[src/rtl/mem_stage_pkg.sv]
// Shared types for the MEM stage: bus layouts, access sizes and FSM states.
package mem_stage_pkg;

  localparam int EXE_MEM_W = 155;
  localparam int MEM_WB_W  = 118;

  localparam logic [1:0] SZ_B = 2'b00;
  localparam logic [1:0] SZ_H = 2'b01;
  localparam logic [1:0] SZ_W = 2'b10;

  typedef enum logic [1:0] {
    S_IDLE   = 2'd0,
    S_REQ    = 2'd1,
    S_WAIT_R = 2'd2,
    S_DONE   = 2'd3
  } mem_state_e;

  // Incoming EXE->MEM bus, MSB first.
  typedef struct packed {
    logic        ld;
    logic        st;
    logic [1:0]  sz;
    logic        sext;
    logic [31:0] store_data;
    logic [31:0] exe_result;
    logic [31:0] lo_result;
    logic        hi_write;
    logic        lo_write;
    logic        mfhi;
    logic        mflo;
    logic        mtc0;
    logic        mfc0;
    logic [7:0]  cp0r_addr;
    logic        syscall;
    logic        eret;
    logic        wen;
    logic [4:0]  wdest;
    logic [31:0] pc;
  } exe_mem_t;

  // Outgoing MEM->WB bus, MSB first.
  typedef struct packed {
    logic        wen;
    logic [4:0]  wdest;
    logic [31:0] mem_result;
    logic [31:0] lo_result;
    logic        hi_write;
    logic        lo_write;
    logic        mfhi;
    logic        mflo;
    logic        mtc0;
    logic        mfc0;
    logic [7:0]  cp0r_addr;
    logic        syscall;
    logic        eret;
    logic [31:0] pc;
  } mem_wb_t;

  // True when the instruction touches data memory.
  function automatic logic is_mem_op(input exe_mem_t b);
    return b.ld | b.st;
  endfunction

endpackage

[src/rtl/mem_stage_align.sv]
// Combinational byte-lane logic: store enable/data replication and load
// lane extraction with sign or zero extension. Misaligned half/word
// accesses simply ignore the low address bits.
module mem_align
  import mem_stage_pkg::*;
(
  input  logic [1:0]  st_sz,
  input  logic [1:0]  st_lane,
  input  logic [31:0] store_data,
  input  logic [1:0]  ld_sz,
  input  logic [1:0]  ld_lane,
  input  logic        ld_sext,
  input  logic [31:0] rdata,
  output logic [3:0]  st_wen,
  output logic [31:0] st_wdata,
  output logic [31:0] ld_value
);

  logic [7:0]  byte_sel;
  logic [15:0] half_sel;

  // Store side: replicate data across lanes and enable only the addressed lanes.
  always_comb begin
    st_wen   = 4'b1111;
    st_wdata = store_data;
    case (st_sz)
      SZ_B: begin
        st_wen   = 4'b0001 << st_lane;
        st_wdata = {4{store_data[7:0]}};
      end
      SZ_H: begin
        st_wen   = st_lane[1] ? 4'b1100 : 4'b0011;
        st_wdata = {2{store_data[15:0]}};
      end
      default: begin
        st_wen   = 4'b1111;
        st_wdata = store_data;
      end
    endcase
  end

  // Load side: pick the addressed byte/half and extend it to 32 bits.
  always_comb begin
    byte_sel = rdata[7:0];
    case (ld_lane)
      2'd0:    byte_sel = rdata[7:0];
      2'd1:    byte_sel = rdata[15:8];
      2'd2:    byte_sel = rdata[23:16];
      default: byte_sel = rdata[31:24];
    endcase
    half_sel = ld_lane[1] ? rdata[31:16] : rdata[15:0];
    case (ld_sz)
      SZ_B:    ld_value = {{24{ld_sext & byte_sel[7]}}, byte_sel};
      SZ_H:    ld_value = {{16{ld_sext & half_sel[15]}}, half_sel};
      default: ld_value = rdata;
    endcase
  end

endmodule

[src/rtl/mem_stage.sv]
// MEM stage: runs loads and stores against a req/ack data-memory port,
// passes non-memory ops straight through, and packs the MEM->WB bus.
//
// Data-memory handshake: dm_req and its fields (dm_wen, dm_addr, dm_wdata)
// are held stable from the first cycle of the request until the cycle in
// which dm_ack is high; the address phase transfers exactly in a cycle with
// dm_req & dm_ack, and the request is never withdrawn once raised (not even
// on cancel). Read data returns later as a single-cycle dm_rvalid strobe.
module mem_stage
  import mem_stage_pkg::*;
(
  input  logic                 clk,
  input  logic                 resetn,
  input  logic                 MEM_valid,
  input  logic [EXE_MEM_W-1:0] EXE_MEM_bus_r,
  input  logic                 MEM_adv,
  input  logic                 cancel,
  output logic                 dm_req,
  output logic [3:0]           dm_wen,
  output logic [31:0]          dm_addr,
  output logic [31:0]          dm_wdata,
  input  logic                 dm_ack,
  input  logic                 dm_rvalid,
  input  logic [31:0]          dm_rdata,
  output logic                 MEM_over,
  output logic [MEM_WB_W-1:0]  MEM_WB_bus,
  output logic [4:0]           MEM_wdest,
  output logic [31:0]          MEM_pc,
  output mem_state_e           dbg_state
);

  exe_mem_t   in_bus;
  mem_wb_t    out_bus;

  mem_state_e state_q, state_d;
  logic       killed_q, killed_d;
  logic       dm_req_q, dm_req_d;
  logic [3:0] dm_wen_q, dm_wen_d;
  logic [31:0] dm_addr_q, dm_addr_d;
  logic [31:0] dm_wdata_q, dm_wdata_d;
  logic [31:0] ld_data_q, ld_data_d;
  // Access attributes captured at issue so extraction does not depend on
  // the input bus still holding the same instruction.
  logic       is_ld_q, is_ld_d;
  logic [1:0] ld_sz_q, ld_sz_d;
  logic [1:0] ld_lane_q, ld_lane_d;
  logic       ld_sext_q, ld_sext_d;

  logic [3:0]  st_wen;
  logic [31:0] st_wdata;
  logic [31:0] ld_value;
  logic        start_access;

  assign in_bus = EXE_MEM_bus_r;

  mem_align u_align (
    .st_sz      (in_bus.sz),
    .st_lane    (in_bus.exe_result[1:0]),
    .store_data (in_bus.store_data),
    .ld_sz      (ld_sz_q),
    .ld_lane    (ld_lane_q),
    .ld_sext    (ld_sext_q),
    .rdata      (dm_rdata),
    .st_wen     (st_wen),
    .st_wdata   (st_wdata),
    .ld_value   (ld_value)
  );

  // A new access only starts from IDLE, never while a cancelled one drains.
  assign start_access = MEM_valid & is_mem_op(in_bus) & ~cancel & ~killed_q;

  // Next-state logic for the load/store FSM and its registered port fields.
  always_comb begin
    state_d    = state_q;
    killed_d   = killed_q;
    dm_req_d   = dm_req_q;
    dm_wen_d   = dm_wen_q;
    dm_addr_d  = dm_addr_q;
    dm_wdata_d = dm_wdata_q;
    ld_data_d  = ld_data_q;
    is_ld_d    = is_ld_q;
    ld_sz_d    = ld_sz_q;
    ld_lane_d  = ld_lane_q;
    ld_sext_d  = ld_sext_q;

    case (state_q)
      S_IDLE: begin
        if (start_access) begin
          state_d    = S_REQ;
          dm_req_d   = 1'b1;
          dm_wen_d   = in_bus.ld ? 4'b0000 : st_wen;
          dm_addr_d  = {in_bus.exe_result[31:2], 2'b00};
          dm_wdata_d = st_wdata;
          is_ld_d    = in_bus.ld;
          ld_sz_d    = in_bus.sz;
          ld_lane_d  = in_bus.exe_result[1:0];
          ld_sext_d  = in_bus.sext;
        end
      end
      S_REQ: begin
        if (cancel) killed_d = 1'b1;
        if (dm_ack) begin
          dm_req_d = 1'b0;
          dm_wen_d = 4'b0000;
          if (is_ld_q)                state_d = S_WAIT_R;
          else if (killed_q | cancel) state_d = S_IDLE;
          else                        state_d = S_DONE;
        end
      end
      S_WAIT_R: begin
        if (cancel) killed_d = 1'b1;
        if (dm_rvalid) begin
          if (killed_q | cancel) begin
            state_d = S_IDLE;
          end else begin
            ld_data_d = ld_value;
            state_d   = S_DONE;
          end
        end
      end
      S_DONE: begin
        if (cancel | MEM_adv) state_d = S_IDLE;
      end
      default: state_d = S_IDLE;
    endcase

    // The kill mark belongs to one access only.
    if (state_d == S_IDLE) killed_d = 1'b0;
  end

  // State and port registers; reset abandons any access in flight.
  always_ff @(posedge clk) begin
    if (!resetn) begin
      state_q    <= S_IDLE;
      killed_q   <= 1'b0;
      dm_req_q   <= 1'b0;
      dm_wen_q   <= 4'b0000;
      dm_addr_q  <= 32'd0;
      dm_wdata_q <= 32'd0;
      ld_data_q  <= 32'd0;
      is_ld_q    <= 1'b0;
      ld_sz_q    <= SZ_W;
      ld_lane_q  <= 2'd0;
      ld_sext_q  <= 1'b0;
    end else begin
      state_q    <= state_d;
      killed_q   <= killed_d;
      dm_req_q   <= dm_req_d;
      dm_wen_q   <= dm_wen_d;
      dm_addr_q  <= dm_addr_d;
      dm_wdata_q <= dm_wdata_d;
      ld_data_q  <= ld_data_d;
      is_ld_q    <= is_ld_d;
      ld_sz_q    <= ld_sz_d;
      ld_lane_q  <= ld_lane_d;
      ld_sext_q  <= ld_sext_d;
    end
  end

  // Result packing; a killed instruction never writes the register file.
  always_comb begin
    out_bus.wen        = in_bus.wen & ~killed_q;
    out_bus.wdest      = in_bus.wdest;
    out_bus.mem_result = in_bus.ld ? ld_data_q : in_bus.exe_result;
    out_bus.lo_result  = in_bus.lo_result;
    out_bus.hi_write   = in_bus.hi_write;
    out_bus.lo_write   = in_bus.lo_write;
    out_bus.mfhi       = in_bus.mfhi;
    out_bus.mflo       = in_bus.mflo;
    out_bus.mtc0       = in_bus.mtc0;
    out_bus.mfc0       = in_bus.mfc0;
    out_bus.cp0r_addr  = in_bus.cp0r_addr;
    out_bus.syscall    = in_bus.syscall;
    out_bus.eret       = in_bus.eret;
    out_bus.pc         = in_bus.pc;
  end

  // Non-memory ops finish in the cycle they arrive; memory ops finish in DONE.
  assign MEM_over = ~cancel & ((state_q == S_DONE) |
                               ((state_q == S_IDLE) & MEM_valid & ~is_mem_op(in_bus)));

  assign dm_req     = dm_req_q;
  assign dm_wen     = dm_wen_q;
  assign dm_addr    = dm_addr_q;
  assign dm_wdata   = dm_wdata_q;
  assign MEM_WB_bus = out_bus;
  assign MEM_wdest  = in_bus.wdest & {5{MEM_valid}};
  assign MEM_pc     = in_bus.pc;
  assign dbg_state  = state_q;

endmodule

[config.mk]
export PLATFORM = sky130hd
export DESIGN_NAME = mem_stage
export DESIGN_NICKNAME = d
export VERILOG_FILES = /design/src/rtl/mem_stage_pkg.sv /design/src/rtl/mem_stage_align.sv /design/src/rtl/mem_stage.sv
export SDC_FILE = /design/constraint.sdc
export NUM_CORES = 1
export LEC_CHECK = 0
export BUFFER_PORTS_ARGS = -buffer_cell sky130_fd_sc_hd__buf_4
export CAP_MARGIN = 20
export CORE_AREA = 4 4 163 165
export DETAILED_ROUTE_END_ITERATION = 10
export DIE_AREA = 0 0 167 169
export GPL_ROUTABILITY_DRIVEN = 0
export MAX_ROUTING_LAYER = met4
export SLEW_MARGIN = 10
export SYNTH_ARGS = -nofsm -noshare
export SYNTH_HDL_FRONTEND = slang
export SYNTH_SLANG_ARGS = --single-unit
[constraint.sdc]
create_clock -name clk -period 2.55 [get_ports clk]
set_input_delay 0.1275 -clock clk [delete_from_list [all_inputs] [get_ports clk]]
set_output_delay 0.1275 -clock clk [all_outputs]
set_load 0.02 [all_outputs]
==> flow_metrics.env, run 1 <==
export IMPL_status="complete, no violations"
export IMPL_r2r_cells=7
export IMPL_numPlacedInstances=1164
export IMPL_synth_top_area_frac=0.3480
export IMPL_drv_cap=0
export IMPL_clkTransAtPathRegs_ps=80
export IMPL_dp_hpwl_mm=17.56
export IMPL_hold_worst_slack_ps=17.14
export IMPL_area_delta_synth_final_pct=22.27
export IMPL_syn_area_sq_um=6213
export IMPL_grt_use_total=0.1572
export IMPL_cts_tree="yes"
export IMPL_cp_required_ps=2760
export IMPL_grt_pass1_vias=5601
export IMPL_post_cts_buffers=0
export IMPL_yosysTopAreaCell="dfxtp_1"
export IMPL_dieArea_sq_um=28220
export IMPL_worstHoldPathCells=3
export IMPL_layout_min_cycle_time_ps=2128
export IMPL_p_per_area_nw_per_um2=557.6
export IMPL_max_clock_path_buffers=2
export IMPL_cts_sinks=108
export IMPL_synth_edf_count=0
export IMPL_p_leak_uw=0.003190
export IMPL_fin_area_sq_um=7597
export IMPL_final_cells=1180
export IMPL_tns_ps=0
export IMPL_ant_nets=0
export IMPL_clk_latency_ps=360
export IMPL_finalWirelength_mm=22.49
export IMPL_synthArstFlopShare=0
export IMPL_max_slew_margin=0.3633
export IMPL_syn_inst=767
export IMPL_path_class="register to register"
export IMPL_synthFlopType="dfxtp_1"
export IMPL_drtIter0Drc=257
export IMPL_rsz0062_at_grt="false"
export IMPL_setup_viol=0
export IMPL_ys_ff_latch=108
export IMPL_cts_resized=0
export IMPL_die_h_um=169
export IMPL_antenna_found_initial=0
export IMPL_cts_root_buf="clkbuf_16"
export IMPL_synth_area_leaders="dfxtp_1, buf_4, nand2_1"
export IMPL_synth_distinct_cells=51
export IMPL_initial_utilization=0.2482
export IMPL_cts_buffers=9
export IMPL_worstSetupStartpointType="register"
export IMPL_drc=0
export IMPL_ioPinCount=421
export IMPL_drive_gt1_frac=0.3659
export IMPL_fp_row_count=58
export IMPL_coreArea_sq_um=25040
export IMPL_vdd_ir_drop_max_uv=260.3
export IMPL_wl_per_cell_um=19.06
export IMPL_fmax_mhz=470.0
export IMPL_finalPower_uw=4237
export IMPL_layout_nets=1044
export IMPL_tightest_slew_ps=953.1
export IMPL_ys_seq_area_frac=0.3480
export IMPL_vias=5586
export IMPL_report_final_hold_viol_count=0
export IMPL_routed_via_density=4.734
export IMPL_n_antenna_cell=0
export IMPL_finalClockSkew_ps=14.83
export IMPL_grt_max_degree=44
export IMPL_fin_crit_sh=0.8344
export IMPL_endpoint_kind="register"
export IMPL_grt_pass1_wl_mm=33.25
export IMPL_avgSynthCellArea_sq_um=8.101
export IMPL_drt_pass1_iterations=4
export IMPL_crit_fanout=17
export IMPL_cp_data_arrival_time_ps=2340
export IMPL_dpl_cell_area_sq_um=7318
export IMPL_ys_warn_count=0
export IMPL_min_path_type="input port to register"
export IMPL_hold_buffers=0
export IMPL_slew_viol_final=0
export IMPL_port_buffers=226
export IMPL_htreeDepth=3
export IMPL_grt_ovfl_total=0
export IMPL_reg2reg_slack_ps=420
export IMPL_die_w_um=167
-- cell families (layout without fill, tap and decap cells) --
logic type | Yosys count | in the layout | share of synthesized area
AOI/OAI and AO/OA | 205 | 205 | 0.2161
other | 1 | 2 | 0.0006035
adders and majority gates | 5 | 5 | 0.01007
buffers and inverters | 182 | 264 | 0.1885
and+or+nand+nor | 216 | 216 | 0.1480
muxes | 50 | 50 | 0.08880
DFF | 108 | 108 | 0.3480
-- through the flow --
step           worst slack, ps  utilization
2_1_floorplan            566.5            -
3_3_place_gp             465.1       0.2923
3_5_place_dp             449.7       0.2923
4_1_cts                  440.2       0.3034
5_1_grt                  225.0       0.3034
6_report                 422.3       0.3034
-- cell usage in the layout (no fill, tap or decap), types with 8 or more instances in the layout --
cell       count
a21oi_2       10
nor2b_1        8
nand2_1      152
a21oi_1       71
mux2_2        31
a211oi_1       8
nor2_1        24
buf_4        238
a31oi_1       10
mux2i_1       18
a311oi_1      11
clkbuf_16      9
o21ai_0       45
dfxtp_1      108
-- per-layer routing --
layer | part of all wire | routed length (um) | vias up | GRT usage
li1 | - | - | 2689 | -
met1 | 0.40 | 8913 | 2579 | 0.1758
met2 | 0.47 | 10680 | 258 | 0.2568
met3 | 0.093 | 2092 | 60 | 0.05698
met4 | 0.036 | 805 | 0 | 0.06261
met5 | 0 | 0 | - | -
-- cell usage after synthesis (7+ instances only) --
master    instances
dfxtp_1         108
o21ai_0          45
mux2_2           31
clkbuf_1         39
nand2_1         152
nor2_1           24
a22oi_1           7
a311oi_1         11
a211oi_1          8
buf_4           120
mux2i_1          18
a21oi_1          71
nor3_1            7
nor2b_1           8
a21oi_2          10
a31o_2            7
a31oi_1          10
inv_1             8
buf_2            12
a32o_1            7
-- registers in the layout, indices dropped and copies added (netlist names) --
register   cells
dm_addr       30
ld_sz_q        2
dm_req         1
ld_lane_q      2
killed_q       1
ld_sext_q      1
dbg_state      2
dm_wen         4
ld_data_q     32
is_ld_q        1
dm_wdata      32
-- where the power goes --
part	internal (uW)	leakage (uW)	switching [uW]	total [uW]
combinational	446	0.00218	577	1020
sequential	1770	0.000877	60.7	1830
clock	698	0.000129	682	1380
-- worst paths after layout --
path                            start                         end
max           dbg_state[0]$_SDFF_PN0_  ld_data_q[31]$_SDFFE_PN0P_
min                EXE_MEM_bus_r[101]    dm_addr[15]$_SDFFE_PN0P_
max reg2reg   dbg_state[0]$_SDFF_PN0_  ld_data_q[31]$_SDFFE_PN0P_
min reg2reg  dm_addr[17]$_SDFFE_PN0P_    dm_addr[17]$_SDFFE_PN0P_
-- critical path, stage by stage, from the launching register on --
cell and delay [ps]:
dfxtp_1 350, inv_1 130, ha_1 200, and4bb_2 460, buf_4 270, o21ai_0 170, o31ai_4 250, a21oi_1 150
-- area by class of cell --
class	instances	area [sq um]
multi-input cells	478	2887
flip-flops and latches	108	2162
fillers	2724	17440
clock buffers	12	246.5
inverters	8	30.03
clock inverters	4	32.53
well taps	330	412.9
repair buffers	240	1827
Note: power is estimated with default switching activity, not from simulation.
==> run 2: changes to the inputs <==
==> constraint.sdc (replaced) <==
create_clock -name clk -period 2.2 [get_ports clk]
set_input_delay 0.11 -clock clk [delete_from_list [all_inputs] [get_ports clk]]
set_output_delay 0.11 -clock clk [all_outputs]
set_load 0.02 [all_outputs]
==> run 2 against run 1 <==
Clock power is 32% higher; highest routed layer unchanged; clock skew is 2.7 ps lower; via count is 1.8% higher; wire length is 0.36% higher.
==> flow_metrics.env, run 2 (same netlist as run 1, synthesis figures left out) <==
export IMPL_wl_per_cell_um=18.73
export IMPL_cp_required_ps=2450
export IMPL_cts_tree="yes"
export IMPL_p_leak_uw=0.003318
export IMPL_finalWirelength_mm=22.57
export IMPL_swShare=0.3029
export IMPL_cts_root_buf="clkbuf_16"
export IMPL_drc=0
export IMPL_port_buffers=226
export IMPL_crit_fanout=12
export IMPL_min_path_type="input port to register"
export IMPL_drv_cap=0
export IMPL_fillers=2659
export IMPL_grt_pass1_wl_mm=33.58
export IMPL_grt_ovfl_total=0
export IMPL_fin_crit_sh=0.8978
export IMPL_clkTransAtPathRegs_ps=80
export IMPL_pwr_share_comb=0.238
export IMPL_area_delta_synth_final_pct=26.84
export IMPL_routed_via_density=4.720
export IMPL_rsz0062_at_grt="false"
export IMPL_hold_worst_slack_ps=20.62
export IMPL_report_final_hold_viol_count=0
export IMPL_final_common_cell="buf_4"
export IMPL_die_h_um=169
export IMPL_tns_ps=0
export IMPL_cts_buffers=9
export IMPL_numPlacedInstances=1166
export IMPL_switching_power_uw=1567
export IMPL_max_slew_margin=0.5999
export IMPL_path_class="register to register"
export IMPL_initial_utilization=0.2482
export IMPL_ioPinCount=421
export IMPL_worstSetupStartpointType="register"
export IMPL_finalClockSkew_ps=12.09
export IMPL_cp_data_arrival_time_ps=2230
export IMPL_grt_max_degree=39
export IMPL_dieArea_sq_um=28220
export IMPL_final_cells=1205
export IMPL_clockPowerShare=0.352
export IMPL_max_clock_path_buffers=2
export IMPL_drive_gt1_frac=0.3604
export IMPL_status="complete, no violations"
export IMPL_cts_resized=0
export IMPL_post_cts_buffers=0
export IMPL_drtIter0Drc=319
export IMPL_vdd_ir_drop_max_uv=344.0
export IMPL_htreeDepth=3
export IMPL_dp_hpwl_mm=17.14
export IMPL_p_per_area_nw_per_um2=656.4
export IMPL_setup_viol=0
export IMPL_grt_use_total=0.1577
export IMPL_layout_min_cycle_time_ps=1975
export IMPL_drt_pass1_iterations=5
export IMPL_cts_sinks=108
export IMPL_slew_viol_final=0
export IMPL_grt_pass1_vias=5531
export IMPL_hold_buffers=22
export IMPL_tightest_slew_ps=592.6
export IMPL_final_cell_mix="buf_4, nand2_1, dfxtp_1"
export IMPL_layout_nets=1068
export IMPL_vias=5688
export IMPL_seqPwrFrac=0.410
export IMPL_fmax_mhz=506.3
export IMPL_fp_row_count=58
export IMPL_clk_latency_ps=360
export IMPL_endpoint_kind="register"
export IMPL_coreArea_sq_um=25040
export IMPL_ant_nets=0
export IMPL_final_util=0.3148
export IMPL_antenna_found_initial=1
export IMPL_die_w_um=167
export IMPL_p_int_uw=3606
[run 2: cell count changes in the layout (fill, tap and decap cells not counted), sizes merged]
cell / previous run / this run
clkinv: 1 / 2
clkbuf: 12 / 9
buf: 240 / 242
diode: 0 / 1
dlygate4sd3: 0 / 22
bufinv: 0 / 2
[run 2: final timing paths]
path	start	to	slack, ps	cells past startpoint
worst min-delay path	EXE_MEM_bus_r[91]	dm_addr[5]$_SDFFE_PN0P_	20	3
worst min register to register	dm_addr[26]$_SDFFE_PN0P_	dm_addr[26]$_SDFFE_PN0P_	460	2
worst max-delay path	dbg_state[0]$_SDFF_PN0_	ld_data_q[2]$_SDFFE_PN0P_	220	6
worst max register to register	dbg_state[0]$_SDFF_PN0_	ld_data_q[2]$_SDFFE_PN0P_	220	6
[run 2: critical path, stage by stage, from the launching register on]
cell      delay (ps)
dfxtp_1          410
inv_1            120
ha_1             240
and4bb_2         280
and2_1           300
a32o_1           320
a31o_2           210
[run 2: power groups by stage]
stage                     registers (uW)  clock network [uW]  logic (uW)
after detailed placement            2160                   0        1210
final                               2120                1820        1230
after floorplan                     2260                   0         849
after global placement              2160                   0        1200
after CTS                           2120                1900        1250
after global routing                2130                1980        1340
[run 2: routing by layer]
metal	up-vias	GRT usage	part of all wire
met5	-	-	0
met4	0	0.04945	0.029
met3	50	0.05511	0.087
met2	266	0.2467	0.46
met1	2641	0.1917	0.42
li1	2731	-	-
[run 2: final cells by class]
type                            count  area [sq um]  area share
Tap cell                          330         412.9     0.05239
Clock buffer                        9         225.2     0.02858
Clock inverter                      7         100.1     0.01270
Antenna cell                        1         2.502   0.0003175
Multi-Input combinational cell    478          2887      0.3662
Sequential cell                   108          2162      0.2743
Timing Repair Buffer              264          2062      0.2616
Inverter                            8         30.03    0.003810
[run 2: stage by stage]
stage | area, sq um | worst slack (ps) | power (uW)
finish | 7881 | 224.7 | 5173
global route | 7881 | 137.8 | 5449
CTS | 7879 | 238.3 | 5270
detailed placement | 7333 | 261.0 | 3375
global placement | 7333 | 324.5 | 3363
floorplan | 6217 | 216.5 | 3109
